## config.mk

```make
export PLATFORM = sky130hd
export DESIGN_NAME = worm_cmd_seq_flat
export DESIGN_NICKNAME = d
export VERILOG_FILES = /design/src/rtl/worm_cmd_seq_pkg.sv /design/src/rtl/worm_cmd_seq_if.sv /design/src/rtl/worm_cmd_fifo.sv /design/src/rtl/worm_cmd_seq.sv /design/src/flat_wrapper.sv
export SDC_FILE = /design/constraint.sdc
export NUM_CORES = 1
export LEC_CHECK = 0
export BUFFER_PORTS_ARGS = -buffer_cell sky130_fd_sc_hd__buf_4
export CORE_ASPECT_RATIO = 2
export CORE_UTILIZATION = 55
export DETAILED_ROUTE_END_ITERATION = 12
export PLACE_DENSITY = 0.73
export SLEW_MARGIN = 20
export SYNTH_ARGS = -nofsm -noshare
export SYNTH_HDL_FRONTEND = slang
export SYNTH_SLANG_ARGS = --single-unit
```

## constraint.sdc

```tcl
create_clock -name clk -period 3.7 [get_ports clk]
set_input_delay 0.74 -clock clk [delete_from_list [all_inputs] [get_ports clk]]
set_output_delay 0.74 -clock clk [all_outputs]
set_load 0.01 [all_outputs]
```

## src/rtl/worm_cmd_seq_pkg.sv

```systemverilog
// Shared types and constants for the worm command path.
// The worm position stage imports the same package.
package worm_cmd_seq_pkg;

    localparam int DIR_W   = 2;
    localparam int STEP_W  = 2;
    localparam int REP_W   = 3;
    localparam int CMD_W   = 4;
    localparam int ENTRY_W = DIR_W + STEP_W + REP_W;

    // dir[1] selects subtract (S/W), dir[0] selects the E/W axis
    localparam logic [DIR_W-1:0] DIR_N = 2'b00;
    localparam logic [DIR_W-1:0] DIR_E = 2'b01;
    localparam logic [DIR_W-1:0] DIR_S = 2'b10;
    localparam logic [DIR_W-1:0] DIR_W_ = 2'b11;

    localparam logic [CMD_W-1:0] CMD_NOP = 4'b0000;

    typedef enum logic {
        IDLE,
        ISSUE
    } seq_state_t;

    typedef struct packed {
        logic [DIR_W-1:0]  dir;
        logic [STEP_W-1:0] step;
        logic [REP_W-1:0]  rep;
    } move_t;

    function automatic logic [CMD_W-1:0] move_cmd(input move_t m);
        return {m.dir, m.step};
    endfunction

endpackage

```

## src/rtl/worm_cmd_seq_if.sv

```systemverilog
// Upstream move handshake: valid/ready plus the move fields.
interface worm_cmd_seq_if;
    import worm_cmd_seq_pkg::*;

    logic              push_valid;
    logic              push_ready;
    logic [DIR_W-1:0]  push_dir;
    logic [STEP_W-1:0] push_step;
    logic [REP_W-1:0]  push_rep;

    modport master (
        output push_valid, push_dir, push_step, push_rep,
        input  push_ready
    );

    modport slave (
        input  push_valid, push_dir, push_step, push_rep,
        output push_ready
    );

endinterface

```

## src/rtl/worm_cmd_fifo.sv

```systemverilog
// Synchronous move FIFO; no bypass, so a push into an empty FIFO pops one edge later.
module worm_cmd_fifo
    import worm_cmd_seq_pkg::*;
#(
    parameter int DEPTH = 8
) (
    input  logic       clk,
    input  logic       rst,
    input  logic       push,
    input  move_t      din,
    input  logic       pop,
    output move_t      head,
    output logic [4:0] count,
    output logic       full,
    output logic       empty
);

    localparam int PTR_W = (DEPTH > 1) ? $clog2(DEPTH) : 1;

    move_t            mem [DEPTH];
    logic [PTR_W-1:0] wr_ptr;
    logic [PTR_W-1:0] rd_ptr;
    logic             do_push;
    logic             do_pop;

    assign full    = (count == 5'(DEPTH));
    assign empty   = (count == 5'd0);
    assign do_push = push && !full;
    assign do_pop  = pop && !empty;
    assign head    = mem[rd_ptr];

    always_ff @(posedge clk) begin
        if (do_push) begin
            mem[wr_ptr] <= din;
        end
    end

    // Power-of-two depth lets the pointers wrap by plain overflow
    always_ff @(posedge clk) begin
        if (rst) begin
            wr_ptr <= '0;
            rd_ptr <= '0;
            count  <= '0;
        end else begin
            if (do_push) begin
                wr_ptr <= wr_ptr + 1'b1;
            end
            if (do_pop) begin
                rd_ptr <= rd_ptr + 1'b1;
            end
            case ({do_push, do_pop})
                2'b10:   count <= count + 5'd1;
                2'b01:   count <= count - 5'd1;
                default: count <= count;
            endcase
        end
    end

endmodule

```

## src/rtl/worm_cmd_seq.sv

```systemverilog
// Move sequencer: expands queued {dir,step,rep} moves into rep+1 registered worm commands.
module worm_cmd_seq
    import worm_cmd_seq_pkg::*;
#(
    parameter int DEPTH = 8
) (
    input  logic             clk,
    input  logic             rst,
    worm_cmd_seq_if.slave    push,
    input  logic             pause,
    output logic [CMD_W-1:0] cmd_out,
    output logic             cmd_active,
    output logic [4:0]       fifo_count
);

    seq_state_t       state, next_state;
    logic [CMD_W-1:0] cur_cmd, next_cur_cmd;
    logic [REP_W-1:0] rem, next_rem;
    logic [CMD_W-1:0] next_cmd_out;
    logic             next_active;
    logic             pop;
    move_t            head;
    logic             full;
    logic             empty;

    worm_cmd_fifo #(.DEPTH(DEPTH)) u_fifo (
        .clk   (clk),
        .rst   (rst),
        .push  (push.push_valid),
        .din   ({push.push_dir, push.push_step, push.push_rep}),
        .pop   (pop),
        .head  (head),
        .count (fifo_count),
        .full  (full),
        .empty (empty)
    );

    assign push.push_ready = !full;

    always_ff @(posedge clk) begin
        if (rst) begin
            state      <= IDLE;
            cur_cmd    <= CMD_NOP;
            rem        <= '0;
            cmd_out    <= CMD_NOP;
            cmd_active <= 1'b0;
        end else begin
            state      <= next_state;
            cur_cmd    <= next_cur_cmd;
            rem        <= next_rem;
            cmd_out    <= next_cmd_out;
            cmd_active <= next_active;
        end
    end

    // Pause freezes everything but still emits a no-op so the worm holds still
    always_comb begin
        next_state   = state;
        next_cur_cmd = cur_cmd;
        next_rem     = rem;
        next_cmd_out = CMD_NOP;
        next_active  = 1'b0;
        pop          = 1'b0;
        if (!pause) begin
            if (state == ISSUE && rem != '0) begin
                next_cmd_out = cur_cmd;
                next_active  = 1'b1;
                next_rem     = rem - 1'b1;
            end else if (!empty) begin
                pop          = 1'b1;
                next_cur_cmd = move_cmd(head);
                next_cmd_out = move_cmd(head);
                next_rem     = head.rep;
                next_active  = 1'b1;
                next_state   = ISSUE;
            end else begin
                next_state   = IDLE;
            end
        end
    end

endmodule

```

## src/flat_wrapper.sv

```systemverilog
// flat-port wrapper written by rule: the top's interface ports become plain ports
module worm_cmd_seq_flat import worm_cmd_seq_pkg::*;
#(
    parameter int DEPTH = 8
)
  (clk, rst, pause, cmd_out, cmd_active, fifo_count, push_push_valid, push_push_dir, push_push_step, push_push_rep, push_push_ready);
  worm_cmd_seq_if push_i ();
  input  logic clk;
  input  logic rst;
  input  logic pause;
  output logic [CMD_W-1:0] cmd_out;
  output logic cmd_active;
  output logic [4:0] fifo_count;
  input wire logic [$bits(push_i.push_valid)-1:0] push_push_valid;
  input wire logic [$bits(push_i.push_dir)-1:0] push_push_dir;
  input wire logic [$bits(push_i.push_step)-1:0] push_push_step;
  input wire logic [$bits(push_i.push_rep)-1:0] push_push_rep;
  output wire logic [$bits(push_i.push_ready)-1:0] push_push_ready;
  assign push_i.push_valid = push_push_valid;
  assign push_i.push_dir = push_push_dir;
  assign push_i.push_step = push_push_step;
  assign push_i.push_rep = push_push_rep;
  assign push_push_ready = push_i.push_ready;
  worm_cmd_seq #(.DEPTH(DEPTH)) u_core (.clk(clk), .rst(rst), .push(push_i), .pause(pause), .cmd_out(cmd_out), .cmd_active(cmd_active), .fifo_count(fifo_count));
endmodule
```

==> impl_metrics.json, run 1 <==
{
  "rsz0062_at_grt": "false",
  "fin_crit_ps": 2835,
  "slew_violations": 0,
  "synth_flop_cell": "edfxtp_1",
  "path_clk_slew_ps": 60,
  "layout_setup_ws_ps": 865.2,
  "fp.dieH_um": 113.4,
  "ctsHoldBuffers": 0,
  "synth_top_family_by_area": "multiplexers",
  "placed_area_um2": 3620,
  "placed_cells_incl_taps": 308,
  "nNetsFinal": 275,
  "setup_viol": 0,
  "violations": "DRC",
  "finalHoldViolCount": 0,
  "power_density_nw_per_um2": 735.0,
  "grt_pass1_vias": 1951,
  "synth-compound-area-share_pct": 8.141,
  "cts_made_buffers": 9,
  "rows": 40,
  "power.leakage_nw": 1.374,
  "drtPass1Iterations": 8,
  "netlist_instances": 230,
  "viasPerCell": 6.015,
  "hold_path_class": "reg -> reg",
  "ant_nets": 0,
  "period_share_pct": 76.62,
  "cts_tree": "built",
  "gp_congestion": 0.7931,
  "synth_warnings": 0,
  "port_buffers": 21,
  "die_width_um": 57.70,
  "cts_max_level": 3,
  "met1_usage_pct": 23.94,
  "irDropWorstVdd_mv": 0.4199,
  "grt_max_degree": 23,
  "max_freq_ghz": 0.3528,
  "fin_util_pct": 65.67,
  "ctsResizeCount": 0,
  "root_buffer": "clkbuf_16",
  "diodes": 0,
  "ys_ff_latch": 83,
  "totalPowerFinal_mw": 2.899,
  "start_kind": "flip-flop",
  "synth_nets": 249,
  "post_drt_wl_per_cell_um": 19.21,
  "dpl_worst_slack_ps": 893.5,
  "initial_core_util_pct": 56.81,
  "track_usage_pct": 21.65,
  "fp.dieArea_um2": 6542,
  "final_cell_mix": "edfxtp_1 (56), dfxtp_1 (27), buf_4 (24)",
  "crit_type": "reg -> reg",
  "worst_slew_pin_slew_ps": 978.5,
  "finalSetupTns_ps": 0,
  "critPathCaptureType": "flip-flop",
  "drive_above_1_share_pct": 23.75,
  "grtUsageMet2_pct": 38.76,
  "area.growth.synth_to_final_pct": 15.58,
  "skew_ps": 7.164,
  "critPathArrivalTime_ps": 3110,
  "drc": 5,
  "io_pins": 22,
  "synth_edf_count": 56,
  "grt_busiest_layer": "met2",
  "cap_violations": 0,
  "yosysSeqAreaShare_pct": 65.13,
  "finalInstanceArea_um2": 3944,
  "final_common_cell": "edfxtp_1",
  "async_flop_share_pct": 0,
  "core_um2": 6006,
  "antenna_found_initial": 0,
  "first_iter_violations": 115,
  "gr-total-overflow": 0,
  "grt_pass1_wl_mm": 9.908,
  "clockBufferDepth": 2,
  "synthMuxAreaShare_pct": 11.88,
  "synth.distinct_cells": 47,
  "avgSynthCellArea_um2": 14.83,
  "worstPathMaxFanout": 15,
  "synth_xor_area_share_pct": 1.283,
  "cp.required_ps": 3970,
  "met3_usage_pct": 4.422,
  "dp_hpwl_mm": 4.176,
  "final_cells": 324,
  "synthSimpleGateAreaFrac_pct": 8.251,
  "maxSlewHeadroom_pct": 34.68,
  "holdWs_ps": 459.5,
  "post_cts_buffers": 0,
  "routed_wl_mm": 6.224,
  "synthesis.area_um2": 3412,
  "insertion_delay_ps": 330,
  "synthAdderAreaFrac_pct": 2.934,
  "outcome": "finished with violations",
  "cts_sinks": 83,
  "vias": 1949
}
==> worst paths after layout <==
kind,slack [ps],depth (start not counted),end,start
setup / recovery,870,12,u_core.u_fifo.count[4],u_core.rem[0]
hold / removal,460,2,u_core.cmd_out[3],u_core.cur_cmd[3]
setup reg to reg,870,12,u_core.u_fifo.count[4],u_core.rem[0]
hold reg to reg,460,2,u_core.cmd_out[3],u_core.cur_cmd[3]
==> critical path: stages, from the launching register on <==
cell      delay (ps)
dfxtp_1          350
inv_1             50
ha_1             190
ha_1             190
and2b_1          300
a211oi_4          60
buf_4            210
ha_1             280
ha_1             220
nand2b_1         180
o31a_1           270
a2111o_1         410
nand4_1           70
==> layer usage <==
layer  routed length, µm  share of wire [%]
met2                3517                 57
met3                 200                3.2
met5                   0                  0
met1                2386                 38
met4                 120                1.9
==> power by group <==
part           total [mW]  internal (mW)  leakage, nW  switching (mW)
clock network       0.931          0.596        0.162           0.335
registers            1.24           1.11        0.729           0.127
logic               0.728          0.348        0.483           0.381
total                2.90           2.06         1.37           0.843
==> synthesized netlist by cell type (all sizes together) (3+ instances only) <==
library cell  instances  area (µm²)
nand2b                5       31.28
mux2i                 9       90.09
ha                    8       100.1
nor2                 16       60.06
clkbuf                3       12.51
inv                   7       26.28
dfxtp                27       540.5
o21ai                13       68.82
xor2                  3       26.28
buf                   6       38.79
mux4                 14       315.3
edfxtp               56        1682
a31oi                 3       18.77
nor4                  4       31.28
nand2                11       41.29
nor3                  4       20.02
a21oi                12       60.06
==> registers in the layout, indices dropped and copies added, names as in the netlist, named ones only <==
signal / flops
u_core.u_fifo.mem: 56
u_core.u_fifo.count: 5
u_core.state: 1
u_core.cmd_out: 4
u_core.u_fifo.wr_ptr: 3
u_core.cur_cmd: 4
u_core.u_fifo.rd_ptr: 3
u_core.cmd_active: 1
u_core.rem: 3
==> final cells by class <==
| type | count | area, µm² |
|---|---|---|
| Clock buffer | 13 | 280.3 |
| Clock inverter | 3 | 43.79 |
| Fill cell | 436 | 2062 |
| Inverter | 8 | 30.03 |
| Multi-Input combinational cell | 130 | 1109 |
| Sequential cell | 83 | 2222 |
| Tap cell | 63 | 78.83 |
| Timing Repair Buffer | 24 | 180.2 |
==> logic make-up (layout without fill, tap and decap cells) <==
family          after synthesis  count (layout)
compound gates               40              40
xor+xnor                      5               5
fa+ha+maj                     8               8
buf+inv                      17              48
flops                        83              83
mux                          23              23
simple gates                 54              54
(Power assumes the default switching activity.)
==> run 2, diff against run 1 <==
--- a/config.mk
+++ b/config.mk
@@ -7,9 +7,9 @@
 export LEC_CHECK = 0
 export BUFFER_PORTS_ARGS = -buffer_cell sky130_fd_sc_hd__buf_4
 export CORE_ASPECT_RATIO = 2
-export CORE_UTILIZATION = 55
+export CORE_UTILIZATION = 54
 export DETAILED_ROUTE_END_ITERATION = 12
-export PLACE_DENSITY = 0.73
+export PLACE_DENSITY = 0.75
 export SLEW_MARGIN = 20
 export SYNTH_ARGS = -nofsm -noshare
 export SYNTH_HDL_FRONTEND = slang
==> constraint.sdc (replaced) <==
create_clock -name clk -period 2.46 [get_ports clk]
set_input_delay 0.492 -clock clk [delete_from_list [all_inputs] [get_ports clk]]
set_output_delay 0.492 -clock clk [all_outputs]
set_load 0.01 [all_outputs]
==> impl_metrics.json, run 2 (same netlist as run 1, synthesis figures left out) <==
{
  "cts_sinks": 83,
  "reg_top3": "u_core.u_fifo.mem x56, u_core.u_fifo.count x5",
  "drc": 0,
  "routed_wl_mm": 6.735,
  "vias": 2033,
  "track_usage_pct": 22.64,
  "grt_pass1_wl_mm": 10.47,
  "cts_tree": "built",
  "grt_max_degree": 23,
  "grt_pass1_vias": 2034,
  "clockBufferDepth": 2,
  "path_clk_slew_ps": 60,
  "largest_register_ffs": 56,
  "antenna_found_initial": 0,
  "rsz0062_at_grt": "true",
  "first_iter_violations": 147,
  "dp_hpwl_mm": 4.583,
  "drtPass1Iterations": 4,
  "fin_crit_ps": 2443,
  "skew_ps": 7.451,
  "nNetsFinal": 291,
  "die_width_um": 58.21,
  "cap_violations": 0,
  "fillCellCount": 401,
  "critPathCaptureType": "flip-flop",
  "cts_max_level": 3,
  "io_pins": 22,
  "setup_viol": 0,
  "fp.dieH_um": 114.4,
  "power.leakage_nw": 1.453,
  "start_kind": "flip-flop",
  "post_drt_wl_per_cell_um": 18.66,
  "drive_above_1_share_pct": 33.57,
  "crit_type": "reg -> reg",
  "port_buffers": 21,
  "hold_path_class": "in -> reg",
  "placed_cells_incl_taps": 340,
  "critPathArrivalTime_ps": 2710,
  "irDropWorstVdd_mv": 0.7061,
  "area.growth.synth_to_final_pct": 23.14,
  "dpl_worst_slack_ps": -8.742,
  "slew_violations": 0,
  "final_cell_mix": "edfxtp_1 (56), buf_4 (40), dfxtp_1 (25)",
  "viasPerCell": 5.632,
  "regMostFlops": "u_core.u_fifo.mem",
  "worst_slew_pin_slew_ps": 841.9,
  "maxSlewHeadroom_pct": 43.67,
  "finalHoldViolCount": 0,
  "power_density_nw_per_um2": 1133,
  "final_common_cell": "edfxtp_1",
  "cts_made_buffers": 9,
  "rows": 40,
  "initial_core_util_pct": 56.34,
  "diodes": 0,
  "ant_nets": 0,
  "outcome": "completed",
  "gr-total-overflow": 0,
  "worstPathMaxFanout": 4,
  "gp_congestion": 0.7631,
  "cp.required_ps": 2730,
  "layout_setup_ws_ps": 17.07,
  "fp.dieArea_um2": 6660,
  "max_freq_ghz": 0.4093,
  "core_um2": 6056,
  "root_buffer": "clkbuf_16",
  "insertion_delay_ps": 330,
  "period_share_pct": 99.31,
  "holdWs_ps": 391.6,
  "regToRegSetupSlack_ps": 20,
  "final_cells": 361
}
==> run 2: final timing paths <==
path | startpoint | endpoint | depth (start not counted)
max | u_core.rem[0] | u_core.u_fifo.count[2] | 12
min reg2reg | u_core.cur_cmd[3] | u_core.cmd_out[3] | 2
max reg2reg | u_core.rem[0] | u_core.u_fifo.count[2] | 12
min | push_push_step[0] | u_core.u_fifo.mem[1][3] | 1
==> run 2: what timing repair did <==
action | CTS | global route
resized for setup | 2 | 17
endpoints found under the setup margin | 3 | 3
hold buffers | 0 | 0
pin swaps | 0 | 9
buffers inserted | 1 | 4
==> run 2: metal layers <==
| layer | routed length, µm | vias up | GRT usage [%] | share of wire [%] |
|---|---|---|---|---|
| met1 | 2471 | 1003 | 23.70 | 37 |
| met4 | 247 | 0 | 12.06 | 3.7 |
| met2 | 3805 | 47 | 40.15 | 56 |
| li1 | - | 970 | - | - |
| met5 | 0 | - | 0 | 0 |
| met3 | 210 | 13 | 5.876 | 3.1 |
==> run 2: layout make-up <==
class                   instances  area [µm²]  area share [%]
inverters                       8       30.03          0.7147
repair buffers                 40       300.3           7.147
flip-flops and latches         83        2225           52.95
clock inverters                 3       42.54           1.013
clock buffers                  13       281.5           6.700
multi-input cells             130        1217           28.98
well taps                      84       105.1           2.501
==> run 2: worst max-delay path, cell delays in order (launching register included) <==
cell,delay [ps]
dfxtp_2,330
inv_2,60
ha_4,130
ha_4,130
and2b_2,230
a211oi_4,300
ha_4,220
xor2_2,130
ha_2,230
a21oi_2,60
xnor2_1,130
or3_1,300
a21oi_1,120
==> run 2: power by group <==
part           switching (mW)  internal [mW]  leakage (nW)  total [mW]
sequential              0.130           1.68         0.730        1.81
combinational           0.781          0.760         0.566        1.54
clock                   0.511          0.901         0.157        1.41
total                    1.42           3.34          1.45        4.76
==> run 2: per-stage QoR <==
| stage | instance area, µm² | utilization (%) | power [mW] | setup TNS, ps |
|---|---|---|---|---|
| 2_1_floorplan | 3443 | - | 2.699 | -47.04 |
| 3_3_place_gp | 3754 | 61.98 | 3.112 | -0.5931 |
| 3_5_place_dp | 3754 | 61.98 | 3.155 | -8.742 |
| 4_1_cts | 4089 | 67.52 | 4.587 | -13.95 |
| 5_1_grt | 4202 | 69.38 | 4.982 | -242.9 |
| 6_report | 4202 | 69.38 | 4.761 | 0 |
